--- config.mk ---
export PLATFORM = sky130hd
export DESIGN_NAME = game_state_controller_flat
export DESIGN_NICKNAME = d
export VERILOG_FILES = /design/src/rtl/game_state_controller_pkg.sv /design/src/rtl/game_state_controller_if.sv /design/src/rtl/game_state_controller_freeze_timer.sv /design/src/rtl/game_state_controller.sv /design/src/flat_wrapper.sv
export SDC_FILE = /design/constraint.sdc
export NUM_CORES = 1
export LEC_CHECK = 0
export CORE_ASPECT_RATIO = 0.6
export CORE_MARGIN = 2
export CORE_UTILIZATION = 50
export DETAILED_ROUTE_END_ITERATION = 12
export PLACE_DENSITY = 0.72
export SLEW_MARGIN = 20
export SYNTH_ARGS = -nofsm -noshare
export SYNTH_HDL_FRONTEND = slang
export SYNTH_HIERARCHICAL = 1
export SYNTH_SLANG_ARGS = --single-unit
--- constraint.sdc ---
create_clock -name i_Clk -period 4.3 [get_ports i_Clk]
set_input_delay 0.645 -clock i_Clk [delete_from_list [all_inputs] [get_ports i_Clk]]
set_output_delay 0.645 -clock i_Clk [all_outputs]
set_load 0.02 [all_outputs]
--- src/rtl/game_state_controller_pkg.sv ---
// Shared definitions for the frog game sequencer: state encoding and field widths.
// The HUD/score renderer reuses the lives/level widths from here.
package game_state_controller_pkg;

    localparam int unsigned c_LIVES_W = 3;
    localparam int unsigned c_LEVEL_W = 4;
    localparam int unsigned c_STATE_W = 3;
    localparam int unsigned c_TIMER_W = 25;

    typedef enum logic [c_STATE_W-1:0] {
        ST_IDLE  = 3'b000,
        ST_PLAY  = 3'b001,
        ST_DEATH = 3'b010,
        ST_LEVEL = 3'b011,
        ST_OVER  = 3'b100
    } state_t;

endpackage

--- src/rtl/game_state_controller_if.sv ---
// Event/status bundle between the game sequencer and its neighbours.
//   i_Start        start button (debounced level)
//   i_Has_Collided frog/car overlap level
//   i_Level_Up     one-cycle top-row pulse
//   o_Game_Active  movement/scroll enable
//   o_Game_Over    high while in OVER
//   o_Lives        remaining lives
//   o_Level        current level (1-based)
//   o_State        state encoding for HUD/debug
interface game_state_controller_if;
    import game_state_controller_pkg::*;

    logic                 i_Start;
    logic                 i_Has_Collided;
    logic                 i_Level_Up;
    logic                 o_Game_Active;
    logic                 o_Game_Over;
    logic [c_LIVES_W-1:0] o_Lives;
    logic [c_LEVEL_W-1:0] o_Level;
    logic [c_STATE_W-1:0] o_State;

    // Side that drives events and observes status (datapath / bench).
    modport master (
        output i_Start, i_Has_Collided, i_Level_Up,
        input  o_Game_Active, o_Game_Over, o_Lives, o_Level, o_State
    );

    // Sequencer side.
    modport slave (
        input  i_Start, i_Has_Collided, i_Level_Up,
        output o_Game_Active, o_Game_Over, o_Lives, o_Level, o_State
    );
endinterface

--- src/rtl/game_state_controller_freeze_timer.sv ---
// Freeze-window down-counter.
//   i_Clk, i_Rst  clock, async active-high reset
//   i_Load        load i_Value into the counter
//   i_Value       load value (cycles - 1)
//   o_Expired     high while the count is zero
module game_state_controller_freeze_timer
    import game_state_controller_pkg::*;
(
    input  logic                 i_Clk,
    input  logic                 i_Rst,
    input  logic                 i_Load,
    input  logic [c_TIMER_W-1:0] i_Value,
    output logic                 o_Expired
);

    logic [c_TIMER_W-1:0] r_Count;

    // Count down to zero and hold there until reloaded.
    always_ff @(posedge i_Clk or posedge i_Rst) begin
        if (i_Rst) begin
            r_Count <= '0;
        end else if (i_Load) begin
            r_Count <= i_Value;
        end else if (r_Count != '0) begin
            r_Count <= r_Count - c_TIMER_W'(1);
        end
    end

    assign o_Expired = (r_Count == '0);

endmodule

--- src/rtl/game_state_controller.sv ---
// Top-level frog game sequencer: start/collision/level-up handling, lives and
// level tracking, and timed freeze windows after a death or a level-up.
//   i_Clk   25 MHz pixel clock
//   i_Rst   async active-high reset
//   io_Bus  event inputs and registered status outputs (slave side)
module game_state_controller
    import game_state_controller_pkg::*;
#(
    parameter int unsigned c_LIVES_INI   = 3,
    parameter int unsigned c_MAX_LEVEL   = 15,
    parameter int unsigned DEATH_DELAY   = 25000000,
    parameter int unsigned LEVELUP_DELAY = 12500000
) (
    input  logic                   i_Clk,
    input  logic                   i_Rst,
    game_state_controller_if.slave io_Bus
);

    state_t               r_State;
    logic                 r_Active;
    logic                 r_Over;
    logic [c_LIVES_W-1:0] r_Lives;
    logic [c_LEVEL_W-1:0] r_Level;
    logic                 r_Start_d;
    logic                 r_Coll_d;

    state_t               w_State_Next;
    logic                 w_Active_Next;
    logic                 w_Over_Next;
    logic [c_LIVES_W-1:0] w_Lives_Next;
    logic [c_LEVEL_W-1:0] w_Level_Next;
    logic                 w_Load;
    logic [c_TIMER_W-1:0] w_Load_Value;
    logic                 w_Expired;
    logic                 w_Start_Rise;
    logic                 w_Coll_Rise;

    assign w_Start_Rise = io_Bus.i_Start & ~r_Start_d;
    assign w_Coll_Rise  = io_Bus.i_Has_Collided & ~r_Coll_d;

    game_state_controller_freeze_timer u_freeze_timer (
        .i_Clk     (i_Clk),
        .i_Rst     (i_Rst),
        .i_Load    (w_Load),
        .i_Value   (w_Load_Value),
        .o_Expired (w_Expired)
    );

    // State, status and edge-detect registers.
    always_ff @(posedge i_Clk or posedge i_Rst) begin
        if (i_Rst) begin
            r_State   <= ST_IDLE;
            r_Active  <= 1'b0;
            r_Over    <= 1'b0;
            r_Lives   <= '0;
            r_Level   <= c_LEVEL_W'(1);
            r_Start_d <= 1'b0;
            r_Coll_d  <= 1'b0;
        end else begin
            r_State   <= w_State_Next;
            r_Active  <= w_Active_Next;
            r_Over    <= w_Over_Next;
            r_Lives   <= w_Lives_Next;
            r_Level   <= w_Level_Next;
            r_Start_d <= io_Bus.i_Start;
            r_Coll_d  <= io_Bus.i_Has_Collided;
        end
    end

    // Next-state logic; a collision edge beats a simultaneous level-up.
    always_comb begin
        w_State_Next = r_State;
        case (r_State)
            ST_IDLE, ST_OVER: begin
                if (w_Start_Rise) w_State_Next = ST_PLAY;
            end
            ST_PLAY: begin
                if (w_Coll_Rise)            w_State_Next = ST_DEATH;
                else if (io_Bus.i_Level_Up) w_State_Next = ST_LEVEL;
            end
            ST_DEATH: begin
                // Lives were already decremented on entry, so zero here means game over.
                if (w_Expired) w_State_Next = (r_Lives == '0) ? ST_OVER : ST_PLAY;
            end
            ST_LEVEL: begin
                if (w_Expired) w_State_Next = ST_PLAY;
            end
            default: w_State_Next = ST_IDLE;
        endcase
    end

    // Next values of the registered outputs and the timer load.
    always_comb begin
        w_Lives_Next  = r_Lives;
        w_Level_Next  = r_Level;
        w_Load        = 1'b0;
        w_Load_Value  = '0;
        w_Active_Next = (w_State_Next == ST_PLAY);
        w_Over_Next   = (w_State_Next == ST_OVER);
        case (r_State)
            ST_IDLE, ST_OVER: begin
                if (w_Start_Rise) begin
                    w_Lives_Next = c_LIVES_W'(c_LIVES_INI);
                    w_Level_Next = c_LEVEL_W'(1);
                end
            end
            ST_PLAY: begin
                if (w_Coll_Rise) begin
                    w_Lives_Next = r_Lives - c_LIVES_W'(1);
                    w_Load       = 1'b1;
                    w_Load_Value = c_TIMER_W'(DEATH_DELAY - 1);
                end else if (io_Bus.i_Level_Up) begin
                    if (r_Level < c_LEVEL_W'(c_MAX_LEVEL)) begin
                        w_Level_Next = r_Level + c_LEVEL_W'(1);
                    end
                    w_Load       = 1'b1;
                    w_Load_Value = c_TIMER_W'(LEVELUP_DELAY - 1);
                end
            end
            default: ;
        endcase
    end

    assign io_Bus.o_Game_Active = r_Active;
    assign io_Bus.o_Game_Over   = r_Over;
    assign io_Bus.o_Lives       = r_Lives;
    assign io_Bus.o_Level       = r_Level;
    assign io_Bus.o_State       = r_State;

endmodule

--- src/flat_wrapper.sv ---
// flat-port wrapper written by rule: the top's interface ports become plain ports
module game_state_controller_flat import game_state_controller_pkg::*;
#(
    parameter int unsigned c_LIVES_INI   = 3,
    parameter int unsigned c_MAX_LEVEL   = 15,
    parameter int unsigned DEATH_DELAY   = 25000000,
    parameter int unsigned LEVELUP_DELAY = 12500000
)
  (i_Clk, i_Rst, io_Bus_i_Start, io_Bus_i_Has_Collided, io_Bus_i_Level_Up, io_Bus_o_Game_Active, io_Bus_o_Game_Over, io_Bus_o_Lives, io_Bus_o_Level, io_Bus_o_State);
  game_state_controller_if io_Bus_i ();
  input  logic i_Clk;
  input  logic i_Rst;
  input wire logic [$bits(io_Bus_i.i_Start)-1:0] io_Bus_i_Start;
  input wire logic [$bits(io_Bus_i.i_Has_Collided)-1:0] io_Bus_i_Has_Collided;
  input wire logic [$bits(io_Bus_i.i_Level_Up)-1:0] io_Bus_i_Level_Up;
  output wire logic [$bits(io_Bus_i.o_Game_Active)-1:0] io_Bus_o_Game_Active;
  output wire logic [$bits(io_Bus_i.o_Game_Over)-1:0] io_Bus_o_Game_Over;
  output wire logic [$bits(io_Bus_i.o_Lives)-1:0] io_Bus_o_Lives;
  output wire logic [$bits(io_Bus_i.o_Level)-1:0] io_Bus_o_Level;
  output wire logic [$bits(io_Bus_i.o_State)-1:0] io_Bus_o_State;
  assign io_Bus_i.i_Start = io_Bus_i_Start;
  assign io_Bus_i.i_Has_Collided = io_Bus_i_Has_Collided;
  assign io_Bus_i.i_Level_Up = io_Bus_i_Level_Up;
  assign io_Bus_o_Game_Active = io_Bus_i.o_Game_Active;
  assign io_Bus_o_Game_Over = io_Bus_i.o_Game_Over;
  assign io_Bus_o_Lives = io_Bus_i.o_Lives;
  assign io_Bus_o_Level = io_Bus_i.o_Level;
  assign io_Bus_o_State = io_Bus_i.o_State;
  game_state_controller #(.c_LIVES_INI(c_LIVES_INI), .c_MAX_LEVEL(c_MAX_LEVEL), .DEATH_DELAY(DEATH_DELAY), .LEVELUP_DELAY(LEVELUP_DELAY)) u_core (.i_Clk(i_Clk), .i_Rst(i_Rst), .io_Bus(io_Bus_i));
endmodule
==> metrics.cfg, run 1 <==
[run_status]
outcome = complete, no violations

[global_routing]
globalRouteMet2Util_pct = 28.3
grt-busiest-layer = met1
track_usage_pct = 22.3
first_global_vias = 1758
grt_overflow = 0
met3_usage_pct = 5.15
grt_pass1_wl_um = 9180
antenna_found_initial = 0
met1_usage_pct = 37.2
grt_max_degree = 27

[critical_path]
cp_common_cell = inv_1
critical_path_class = primary input to flop
cp_max_fo = 24
cpPeakStageDelay_ns = 0.58
start_kind = primary input
cp_cell_sequence = clkdlybuf4s50_1 -> nor2b_1 -> o21ai_0 -> inv_1 -> inv_1 -> o41a_1 -> a211oi_2
crit_family = buffers and inverters
path_buf_inv = 3
crit_arrival_ns = 2.91
end_kind = flop
cpMaxStageDelayCell = inv_1
crit_required_ns = 4.52

[synth]
synth_ff_type = dfrtp_1
netlist_area_um2 = 2350
ys_types = 58
synth-seq-area-share_pct = 41.6
synth_most_common_cell = dfrtp_1
postSynth.asyncResetShare_pct = 100
synth-seq-cells = 39
yosysTopAreaCell = dfrtp_1
syn_area_per_cell_um2 = 9.40
ys_warn_count = 6
synth_area_leaders = dfrtp_1, o31ai_1, xnor2_1
synthTopCellsByCount = dfrtp_1, nand2_1, nor3_1, nor2_1, o31ai_1
netlist_instances = 250
synth_top_cell_area_share_pct = 40.4
synth-edff-count = 0

[clocking]
cts.sinks = 39
clkLatencyLatePin_ns = 0.30
path_clk_slew_ns = 0.09
cts_setup_buffers = 0
numCtsBuffers = 5
postCtsHoldBufs = 0
cts_tree = done
htreeDepth = 2
clk_path_buf_depth = 2
clock_tree.root_cell = clkbuf_8
cts-resized-gates = 0

[die]
start_util_pct = 51.8
die_w_um = 92.5
die-area_um2 = 5280
io_pins = 17
core_um2 = 4540
die_h_um = 57.1
num_rows = 19

[power_and_ir_drop]
vdd_drop_max_mv = 0.177
powerDensity_nw_per_um2 = 247
p_leak_nw = 1.03

[detailed_routing]
routed_wl_um = 5220
post_drt_wl_per_cell_um = 15.8
vias = 1928
post-route-drc-count = 0
ant_nets = 0
via_per_inst = 5.82
drt-initial-drc-count = 205
drt_pass1_iterations = 4

[place]
place.detailed.hpwl_um = 3890
pre_cts_ws_ns = 1.33
io_buffers = 16
place_congestion = 0.846

[sta]
slew_headroom_pct = 37.0
layout_setup_ws_ns = 1.60
hold_viol = 0
tns_ns = 0
rsz0062_at_grt = no
layout_min_cycle_time_ns = 2.70
tightest_slew_ns = 0.939
slew_viol_final = 0
skew_ns = 0.00818
setup_viol_count_final = 0
fmax_mhz = 371
final.period_utilization_pct = 62.7

[run]
maxCapViolations = 0

[worst_hold_path]
hp-class = flop to flop

[layout]
final_nets = 277
syn2layout_area_growth_pct = 12.8
layout-drive-gt1-share_pct = 7.84
n_antenna_cell = 0
fillCellCount = 391

==> layer usage <==
layer,share of wire [%],up-vias
li1,-,957
met1,54,912
met2,39,56
met3,6.4,3
met4,0.44,0
met5,0,-
==> power breakdown <==
group,total (mW),internal (mW),switching [mW]
logic,0.0273,0.0108,0.0165
clock network,0.253,0.113,0.140
registers,0.373,0.370,0.00327
total,0.654,0.494,0.160
==> through the flow <==
stage	util, %	instances	cell area (um2)	power (mW)	hold slack (ns)
final	58.4	331	2650	0.654	0.518
after global routing	58.4	331	2650	0.681	0.535
after CTS	58.3	331	2650	0.661	0.523
after detailed placement	56.3	323	2560	0.408	0.511
after global placement	56.3	323	2560	0.408	0.492
after floorplan	-	253	2360	0.395	0.510
==> cell usage in the layout, fill, tap and decap left out, types with 2 or more instances in the layout <==
cell	n
dfrtp_1	38
nand2_1	19
clkdlybuf4s50_1	16
nor3_1	14
nor2_1	13
o31ai_1	13
inv_1	10
a21oi_1	9
o21ai_0	9
xnor2_1	9
o21ai_1	8
nand2b_1	7
nor4_1	6
clkbuf_8	5
nand3_1	5
xor2_1	5
a31oi_1	5
ha_1	5
or4_1	5
nor2b_1	4
nand4_1	4
conb_1	4
a211oi_1	4
and3_1	3
or3_1	3
clkinvlp_4	2
a41oi_1	2
or4b_1	2
o31a_1	2
nor4_2	2
nor3b_1	2
and4b_1	2
a21o_1	2
buf_4	2
==> state kept, by name, indices dropped and copies added (netlist names) <==
name,count
u_core/u_freeze_timer/r_Count,25
u_core/io_Bus.o_Level,4
u_core/io_Bus.o_Lives,3
u_core/io_Bus.o_State,3
u_core/io_Bus.o_Game_Active,1
u_core/io_Bus.o_Game_Over,1
u_core/r_Coll_d,1
u_core/r_Start_d,1
==> final timing paths <==
path | end | slack, ns | startpoint | cells after the start
max in group asynchronous | u_core/u_freeze_timer/r_Count[9] | 3.09 | i_Rst | 2
max reg2reg | u_core/u_freeze_timer/r_Count[22] | 1.61 | u_core/io_Bus.o_State[1] | 6
min reg2reg | u_core/io_Bus.o_Level[0] | 0.52 | u_core/io_Bus.o_Level[0] | 1
max | u_core/u_freeze_timer/r_Count[22] | 1.60 | io_Bus_i_Has_Collided | 7
min | u_core/io_Bus.o_Level[0] | 0.52 | u_core/io_Bus.o_Level[0] | 1
min in group asynchronous | u_core/io_Bus.o_Lives[0] | 0.73 | i_Rst | 2
==> cell type report <==
class | count | area (um2) | share of cell area, %
clock buffers | 5 | 68.8 | 2.60
clock inverters | 3 | 20.0 | 0.755
inverters | 11 | 41.3 | 1.56
multi-input cells | 192 | 1290 | 48.7
flip-flops and latches | 39 | 977 | 36.9
well taps | 63 | 78.8 | 2.97
repair buffers | 18 | 175 | 6.61
==> kinds of logic after synthesis <==
family                     share of synthesized area, %
and+or+nand+nor                                    26.5
AOI/OAI and AO/OA                                  18.7
DFF                                                41.6
buffers and inverters                              4.31
xor gates and xnor gates                           5.22
adders and majority gates                          2.66
muxes                                             0.905
other                                             0.160
(Power assumes the default switching activity.)
==> run 2: changes to the inputs <==
--- a/config.mk
+++ b/config.mk
@@ -9,7 +9,7 @@
 export CORE_MARGIN = 2
 export CORE_UTILIZATION = 50
 export DETAILED_ROUTE_END_ITERATION = 12
-export PLACE_DENSITY = 0.72
+export PLACE_DENSITY = 0.74
 export SLEW_MARGIN = 20
 export SYNTH_ARGS = -nofsm -noshare
 export SYNTH_HDL_FRONTEND = slang
==> constraint.sdc (replaced) <==
create_clock -name i_Clk -period 2.4 [get_ports i_Clk]
set_input_delay 0.36 -clock i_Clk [delete_from_list [all_inputs] [get_ports i_Clk]]
set_output_delay 0.36 -clock i_Clk [all_outputs]
set_load 0.02 [all_outputs]
==> metrics.cfg, run 2 (synthesis results as in run 1) <==
[clocking]
cts_setup_buffers = 0
clock_tree.root_cell = clkbuf_8
path_clk_slew_ns = 0.08
htreeDepth = 2
clk_path_buf_depth = 2
clkLatencyLatePin_ns = 0.30
cts_tree = done
cts.sinks = 39
numCtsBuffers = 5

[sta]
hold_viol = 0
rsz0062_at_grt = no
skew_ns = 0.00645
slew_headroom_pct = 59.6
tns_ns = 0
layout_setup_ws_ns = 0.200
setup_viol_count_final = 0
final.period_utilization_pct = 91.7
slew_viol_final = 0
tightest_slew_ns = 0.601
layout_min_cycle_time_ns = 2.20
fmax_mhz = 454

[global_routing]
grt_pass1_wl_um = 9800
track_usage_pct = 24.1
grt_max_degree = 49
antenna_found_initial = 0
first_global_vias = 1878
grt_overflow = 0

[run_status]
outcome = complete, no violations

[power_and_ir_drop]
p_sw_mw = 0.270
clkPwrFrac_pct = 47.5
power.share.sequential_pct = 48.9
p_sw_share_pct = 19.7
p_leak_nw = 1.13
vdd_drop_max_mv = 0.392
powerDensity_nw_per_um2 = 489
power.internal_mw = 1.10
p_comb_share_pct = 3.6

[critical_path]
cp_max_fo = 6
crit_required_ns = 2.64
cp_cell_sequence = inv_1 -> ha_1 -> or4b_1 -> nor4_2 -> buf_4 -> and4bb_2 -> nand2b_1 -> nand3b_1 -> o2111a_1
cpPeakStageDelay_ns = 0.50
r2r_start = u_core/u_freeze_timer/r_Count[0]
start_kind = flop
path_buf_inv = 2
critical_path_class = flop to flop
cpMaxStageDelayCell = or4b_1
crit_arrival_ns = 2.44
startpoint = u_core/u_freeze_timer/r_Count[0]
end_kind = flop
crit_family = simple AND/OR/NAND/NOR gates

[run]
maxCapViolations = 0

[detailed_routing]
post-route-drc-count = 0
post_drt_wl_per_cell_um = 16.3
ant_nets = 0
drt-initial-drc-count = 165
via_per_inst = 5.98
routed_wl_um = 5600
vias = 2050
drt_pass1_iterations = 5

[die]
io_pins = 17
start_util_pct = 51.8
die-area_um2 = 5280
num_rows = 19
core_um2 = 4540
die_h_um = 57.1
die_w_um = 92.5

[worst_hold_path]
hp-class = primary input to asynchronous set/reset pin

[place]
place_congestion = 0.868
place.detailed.hpwl_um = 4100
io_buffers = 16
pre_cts_ws_ns = 0.168

[layout]
syn2layout_area_growth_pct = 19.2
layout_common_cells = dfrtp_1, nand2_1, clkdlybuf4s50_1
regMostFlops = u_core/u_freeze_timer/r_Count
final_nets = 289
n_antenna_cell = 0
largest_reg_flops = 25
layout-drive-gt1-share_pct = 11.8
layout_commonest_cell = dfrtp_1

[run 2: layout make-up]
class                   instances  area (um2)
clock buffers                   6        72.6
clock inverters                 2        60.1
fillers                       377        1740
inverters                      11        41.3
multi-input cells             192        1290
flip-flops and latches         39         977
well taps                      63        78.8
repair buffers                 30         278
[run 2: worst register-to-register path: cells and delay by family, from the launching register on]
kind	cells	cell delay, ns
and+or+nand+nor	5	1.11
buffers and inverters	2	0.27
adders and majority gates	1	0.13
DFF	1	0.43
AOI/OAI and AO/OA	1	0.19
[run 2: power groups by stage]
stage               Sequential [mW]  Combinational, mW  Clock, mW
floorplan                     0.687             0.0206          0
finish                        0.669             0.0495      0.651
global route                  0.670             0.0562      0.700
detailed placement            0.682             0.0507          0
global placement              0.682             0.0501          0
CTS                           0.669             0.0509      0.666
[run 2: what timing repair did]
action                     4_1_cts  5_1_grt
hold buffers                     0        0
setup endpoints to repair        0        1
resized for setup                0        2
[run 2: layer usage]
metal	GRT usage [%]	part of all wire [%]	routed length (um)	vias up
met5	0	0	0	-
met4	7.04	1.2	65	0
met3	6.21	6.6	368	9
met2	29.4	38	2140	72
met1	40.3	54	3020	988
li1	-	-	-	981
[run 2: per-stage QoR]
stage	cell area (um2)	power (mW)	hold WS (ns)	utilization [%]	cells
after floorplan	2360	0.707	0.249	-	253
after global placement	2660	0.732	0.497	58.6	335
after detailed placement	2660	0.733	0.502	58.6	335
after CTS	2790	1.39	0.451	61.5	343
after global routing	2800	1.43	0.471	61.7	343
final	2800	1.37	0.430	61.7	343
[run 2: path summary, 6_finish.rpt]
| check | to | slack, ns | depth (start not counted) |
|---|---|---|---|
| min in group i_Clk | u_core/io_Bus.o_Level[0] | 0.51 | 1 |
| max in group asynchronous | u_core/io_Bus.o_Level[0] | 1.59 | 2 |
| min | u_core/io_Bus.o_Game_Active | 0.43 | 2 |
| min reg2reg | u_core/io_Bus.o_Level[0] | 0.51 | 1 |
| max | u_core/io_Bus.o_Game_Active | 0.20 | 9 |
| max reg2reg | u_core/io_Bus.o_Game_Active | 0.20 | 9 |
